===== config.mk =====
export PLATFORM = sky130hd
export DESIGN_NAME = up_down_counter_flat
export DESIGN_NICKNAME = d
export VERILOG_FILES = /design/src/rtl/up_down_counter_pkg.sv /design/src/rtl/up_down_counter_if.sv /design/src/rtl/up_down_counter_tick_divider.sv /design/src/rtl/up_down_counter.sv /design/src/flat_wrapper.sv
export SDC_FILE = /design/constraint.sdc
export NUM_CORES = 1
export LEC_CHECK = 0
export ABC_AREA = 1
export BUFFER_PORTS_ARGS = -buffer_cell sky130_fd_sc_hd__buf_4
export CELL_PAD_IN_SITES_DETAIL_PLACEMENT = 1
export CELL_PAD_IN_SITES_GLOBAL_PLACEMENT = 2
export CORE_ASPECT_RATIO = 1.1
export CORE_UTILIZATION = 28
export CTS_CLUSTER_SIZE = 16
export DETAILED_ROUTE_END_ITERATION = 16
export PLACE_DENSITY = 0.74
export RECOVER_POWER = 25
export SKIP_LAST_GASP = 1
export SYNTH_ARGS = -nofsm -noshare
export SYNTH_HDL_FRONTEND = slang
export SYNTH_HIERARCHICAL = 1
export SYNTH_SLANG_ARGS = --single-unit
export TNS_END_PERCENT = 5

===== constraint.sdc =====
create_clock -name clk -period 3.05 [get_ports clk]
set_input_delay 0.305 -clock clk [delete_from_list [all_inputs] [get_ports clk]]
set_output_delay 0.305 -clock clk [all_outputs]
set_load 0.05 [all_outputs]

===== src/rtl/up_down_counter_pkg.sv =====
// Shared constants and step-decode type for the general-purpose up/down counter.
package counter_pkg;

    localparam logic DIR_UP    = 1'b1;
    localparam logic DIR_DOWN  = 1'b0;
    localparam logic MODE_WRAP = 1'b0;
    localparam logic MODE_SAT  = 1'b1;

    // Action the counter register takes on the coming edge.
    typedef enum logic [2:0] {
        STEP_HOLD,
        STEP_LOAD,
        STEP_INC,
        STEP_DEC,
        STEP_TOP,
        STEP_BOT
    } step_e;

endpackage


===== src/rtl/up_down_counter_if.sv =====
// Control/status bundle between a counter client (master) and the counter (slave).
interface up_down_counter_if #(
    parameter int WIDTH = 4
);
    logic             en;
    logic             up;
    logic             sat;
    logic             load;
    logic [WIDTH-1:0] loadVal;
    logic [WIDTH-1:0] qOut;
    logic             tc;
    logic             tick;

    modport master (
        output en, up, sat, load, loadVal,
        input  qOut, tc, tick
    );

    modport slave (
        input  en, up, sat, load, loadVal,
        output qOut, tc, tick
    );
endinterface


===== src/rtl/up_down_counter_tick_divider.sv =====
// Enable prescaler: emits one tick every PRESCALE enabled cycles.
module tick_divider #(
    parameter int unsigned PRESCALE = 1,
    parameter int          PS_WIDTH = 8
) (
    input  logic clk,
    input  logic rst,
    input  logic clr,
    input  logic en,
    output logic tick
);

    localparam logic [PS_WIDTH-1:0] LAST = PS_WIDTH'(PRESCALE - 1);

    if (PRESCALE < 1 || longint'(PRESCALE) > (64'd1 << PS_WIDTH)) begin : g_bad_prescale
        $error("tick_divider: PRESCALE must lie in 1..2**PS_WIDTH");
    end

    logic [PS_WIDTH-1:0] psCnt_q;
    logic [PS_WIDTH-1:0] psCnt_d;

    assign tick = en && (psCnt_q == LAST);

    always_comb begin
        psCnt_d = psCnt_q;
        if (clr) begin
            psCnt_d = '0;
        end else if (en) begin
            psCnt_d = tick ? '0 : psCnt_q + PS_WIDTH'(1);
        end
    end

    always_ff @(posedge clk) begin
        if (rst) begin
            psCnt_q <= '0;
        end else begin
            psCnt_q <= psCnt_d;
        end
    end

endmodule


===== src/rtl/up_down_counter.sv =====
// Parametrised up/down counter with load clamp, wrap/saturate boundaries and terminal-count pulse.
module up_down_counter
    import counter_pkg::*;
#(
    parameter int              WIDTH    = 4,
    parameter longint unsigned MODULUS  = 16,
    parameter int unsigned     PRESCALE = 1,
    parameter int              PS_WIDTH = 8
) (
    input  logic               clk,
    input  logic               rst,
    up_down_counter_if.slave   bus
);

    if (WIDTH < 1 || WIDTH > 32) begin : g_bad_width
        $error("up_down_counter: WIDTH must lie in 1..32");
    end
    if (MODULUS < 2 || MODULUS > (64'd1 << WIDTH)) begin : g_bad_modulus
        $error("up_down_counter: MODULUS must lie in 2..2**WIDTH");
    end

    localparam logic [WIDTH-1:0] MAX_VAL = WIDTH'(MODULUS - 1);

    logic             tick_w;
    logic [WIDTH-1:0] q_q;
    logic [WIDTH-1:0] q_d;
    logic             tc_q;
    logic             tc_d;
    logic [WIDTH-1:0] load_clamped;
    step_e            step_kind;

    tick_divider #(
        .PRESCALE (PRESCALE),
        .PS_WIDTH (PS_WIDTH)
    ) u_tick_divider (
        .clk  (clk),
        .rst  (rst),
        .clr  (bus.load),
        .en   (bus.en),
        .tick (tick_w)
    );

    assign load_clamped = (bus.loadVal > MAX_VAL) ? MAX_VAL : bus.loadVal;

    // Boundaries are found by explicit compare so MODULUS == 2**WIDTH needs no special case.
    always_comb begin
        step_kind = STEP_HOLD;
        if (bus.load) begin
            step_kind = STEP_LOAD;
        end else if (tick_w) begin
            if (bus.up == DIR_UP) begin
                step_kind = (q_q == MAX_VAL) ? STEP_TOP : STEP_INC;
            end else begin
                step_kind = (q_q == '0) ? STEP_BOT : STEP_DEC;
            end
        end
    end

    always_comb begin
        q_d  = q_q;
        tc_d = 1'b0;
        unique case (step_kind)
            STEP_LOAD: q_d = load_clamped;
            STEP_INC:  q_d = q_q + WIDTH'(1);
            STEP_DEC:  q_d = q_q - WIDTH'(1);
            STEP_TOP: begin
                tc_d = 1'b1;
                q_d  = (bus.sat == MODE_SAT) ? q_q : '0;
            end
            STEP_BOT: begin
                tc_d = 1'b1;
                q_d  = (bus.sat == MODE_SAT) ? q_q : MAX_VAL;
            end
            default: q_d = q_q;
        endcase
    end

    always_ff @(posedge clk) begin
        if (rst) begin
            q_q  <= '0;
            tc_q <= 1'b0;
        end else begin
            q_q  <= q_d;
            tc_q <= tc_d;
        end
    end

    assign bus.qOut = q_q;
    assign bus.tc   = tc_q;
    assign bus.tick = tick_w;

endmodule

===== src/flat_wrapper.sv =====
// flat-port wrapper written by rule: the top's interface ports become plain ports
module up_down_counter_flat import counter_pkg::*;
#(
    parameter int              WIDTH    = 4,
    parameter longint unsigned MODULUS  = 16,
    parameter int unsigned     PRESCALE = 1,
    parameter int              PS_WIDTH = 8
)
  (clk, rst, bus_en, bus_up, bus_sat, bus_load, bus_loadVal, bus_qOut, bus_tc, bus_tick);
  up_down_counter_if #(.WIDTH(WIDTH)) bus_i ();
  input  logic clk;
  input  logic rst;
  input wire logic [$bits(bus_i.en)-1:0] bus_en;
  input wire logic [$bits(bus_i.up)-1:0] bus_up;
  input wire logic [$bits(bus_i.sat)-1:0] bus_sat;
  input wire logic [$bits(bus_i.load)-1:0] bus_load;
  input wire logic [$bits(bus_i.loadVal)-1:0] bus_loadVal;
  output wire logic [$bits(bus_i.qOut)-1:0] bus_qOut;
  output wire logic [$bits(bus_i.tc)-1:0] bus_tc;
  output wire logic [$bits(bus_i.tick)-1:0] bus_tick;
  assign bus_i.en = bus_en;
  assign bus_i.up = bus_up;
  assign bus_i.sat = bus_sat;
  assign bus_i.load = bus_load;
  assign bus_i.loadVal = bus_loadVal;
  assign bus_qOut = bus_i.qOut;
  assign bus_tc = bus_i.tc;
  assign bus_tick = bus_i.tick;
  up_down_counter #(.WIDTH(WIDTH), .MODULUS(MODULUS), .PRESCALE(PRESCALE), .PS_WIDTH(PS_WIDTH)) u_core (.clk(clk), .rst(rst), .bus(bus_i));
endmodule

==> flow_summary.yaml <==
status:
  status: "finished, final reports clean"
drt:
  routed-via-count: 958
  routed_wl_um: 2400
  drc_errors: 0
  first_pass_iters: 4
  wl_per_cell_um: 11.5
  ant_nets: 0
  drt_iter0_drc: 21
  viasPerCell: 4.58
place:
  place_congestion: 0.719
  dp_slack_ns: 0.570
  numPortBuffers: 15
  hpwlAfterDp_um: 2040
synth:
  synth_xor_area_share_pct: 1.84
  synthCells: 155
  synthTopCellsByCount: "nand2_1 (50), inv_1 (24), nor2_1 (23), dfxtp_1 (13), nand3_1 (9)"
  synth_area_um2: 950
  synth_edf_count: 0
  synth_top_family_by_area: "simple AND/OR/NAND/NOR gates"
  synth_seq_cells: 13
  post_synth_num_cell_types: 18
  synthArstFlopShare_pct: 0
  synth_top_area_cell: "dfxtp_1"
  synthAdderAreaFrac_pct: 7.38
  synth_mux_area_share_pct: 0
  yosys.cell_count.top_type: "nand2_1"
  synthFlopType: "dfxtp_1"
  yosysSeqAreaShare_pct: 27.4
  synth_area_per_cell_um2: 6.13
  synth.top_cell.area_share_pct: 27.4
  synthSimpleGateAreaFrac_pct: 50.1
  synth_compound_area_share_pct: 2.64
  ys_warn_count: 6
  synth_area_leaders: "dfxtp_1 (27%), nand2_1 (20%), inv_1 (9.5%), nor2_1 (9.1%), ha_1 (5.3%)"
  synth_fp_nets: 170
critical_path:
  worst-setup-path-type: "reg2reg"
  critPathCaptureType: "flop"
  crit_required_ns: 3.23
  critPathSlowestCell: "dfxtp_1"
  cp_cell_sequence: "inv_1 > ha_1 > inv_1 > nor2_1 > nand2_1 > nor2_2 > nand2_2 > nor2_4 > nand2_1 > inv_1 > ha_1 > nand2_1 > nand2_1 > nor2_1 > nand3_1 > nand3_1 > nand2_1 > nor2_1 > nor2_2"
  reg2reg_slack_ns: 0.58
  r2r_start: "u_core/u_tick_divider/psCnt_q[0]"
  cpPeakStageDelay_ns: 0.35
  r2r-end: "u_core/bus.qOut[3]"
  rr_worst_depth: 19
  crit_fanout: 6
  start_kind: "flop"
  worstPathArrival_ns: 2.64
  cpMostUsedCell: "nand2_1"
global_routing:
  grt_util_met2_pct: 26.6
  grt.busiest_layer: "met2"
  grt_overflow: 0
  grt_pass1_wl_um: 4260
  grt_pass1_vias: 1003
  grt_max_degree: 8
  grtUsageMet3_pct: 1.85
  grt_use_total_pct: 15.1
  grt_use_met1_pct: 17.8
  antenna_found_initial: 0
floorplanning:
  die_w_um: 57.5
  coreArea_um2: 3130
  fp.dieH_um: 63.1
  num_rows: 21
  ios: 16
  die_area_um2: 3630
  start_util_pct: 30.4
timing:
  rsz0062_at_grt: "no"
  relSlewSlack_pct: 61.0
  whs_ns: 0.196
  max_freq_ghz: 0.405
  fin_ws_ns: 0.584
  drv_slew: 0
  fin_setup_tns_ns: 0
  fin_skew_ns: 0.00705
  fin_crit_sh_pct: 80.9
  finalCriticalPeriod_ns: 2.47
  finalHoldViolCount: 0
  worstMarginPinSlew_ns: 0.588
  setup_violations: 0
cts:
  path_clk_slew_ns: 0.08
  htreeDepth: 1
  clockRootBuffer: "clkbuf_4"
  cts_tree: "yes"
  clk_latency_ns: 0.28
  cts.sinks: 13
  ctsHoldBuffers: 0
  cts.path.max_buffers: 2
  cts_setup_buffers: 0
  cts-buffers-inserted: 3
  cts-resized-gates: 0
min_path:
  min_from: "rst"
  hp-class: "in2reg"
  min_to: "u_core/bus.tc"
  hold_depth: 2
cells_and_area:
  syn_to_final_growth_pct: 19.2
  drive_above_1_share_pct: 22.9
  nets: 191
  n_antenna_cell: 0
  nFillCells: 429
power:
  totalPowerFinal_uw: 418
  p_per_area_nw_per_um2: 369
  p_leak_uw: 0.000602
  ir_drop_mv: 0.155
flow_run:
  cap_violations: 0
==> cells in the final DEF (no fill, tap or decap), drive strengths merged <==
cell and n:
inv 27, nand2 57, dfxtp 13, nor2 33
xor2 2, buf 15, clkbuf 5, a21oi 2
fa 1, ha 4, nand3 12, o21ai 3
nor3 1
==> routing by layer <==
metal	up-vias	part of all wire (%)
met4	0	1.9
li1	504	-
met3	4	3.0
met2	16	51
met5	-	0
met1	434	44
==> cell families (layout without fill, tap and decap cells) <==
| logic type | after synthesis | count (layout) |
|---|---|---|
| AND/OR/NAND/NOR | 103 | 103 |
| buffers and inverters | 27 | 47 |
| flip-flops | 13 | 13 |
| adder cells (fa/ha/maj) | 5 | 5 |
| AO/OA/AOI/OAI | 5 | 5 |
| XOR/XNOR | 2 | 2 |
==> flip-flops by register name (all words and copies together) (netlist names) <==
register	count
u_core/bus.qOut	4
u_core/u_tick_divider/psCnt_q	8
u_core/bus.tc	1
==> power by group <==
group          switching [uW]  internal [uW]  total [uW]  leakage, uW
sequential               9.04            176         185     0.000106
clock                    60.4           50.7         111    0.0000150
combinational            79.0           42.7         122     0.000481
==> how the worst max path moves through the flow <==
stage,startpoint,end,cells after the start
after floorplan,u_core/u_tick_divider/psCnt_q[0],u_core/bus.qOut[3],19
after global placement,u_core/u_tick_divider/psCnt_q[0],u_core/bus.qOut[3],19
after detailed placement,u_core/u_tick_divider/psCnt_q[0],u_core/bus.qOut[3],19
after CTS,u_core/u_tick_divider/psCnt_q[0],u_core/bus.qOut[3],19
after global routing,u_core/u_tick_divider/psCnt_q[0],u_core/bus.qOut[3],19
final,u_core/u_tick_divider/psCnt_q[0],u_core/bus.qOut[3],19
==> final cells by class <==
class | instances | area (um^2) | share of cell area, %
clock buffers | 4 | 26.3 | 2.32
inverters | 27 | 101 | 8.95
multi-input cells | 115 | 586 | 51.7
flip-flops and latches | 13 | 260 | 23.0
well taps | 34 | 42.5 | 3.76
repair buffers | 16 | 116 | 10.3
==> through the flow <==
stage | std cells | area [um^2] | utilization [%]
detailed placement | 205 | 1110 | 35.6
floorplan | 155 | 950 | -
global placement | 205 | 1110 | 35.6
finish | 209 | 1130 | 36.2
global route | 209 | 1130 | 36.2
CTS | 209 | 1140 | 36.4
==> worst max-delay path, delay by kind of cell, from the launching register on <==
family / cells / cell delay (ns)
adders and majority gates: 2 / 0.46
DFF: 1 / 0.35
and+or+nand+nor: 14 / 1.30
buffers and inverters: 3 / 0.25
Power figures use the tool's default switching activity.
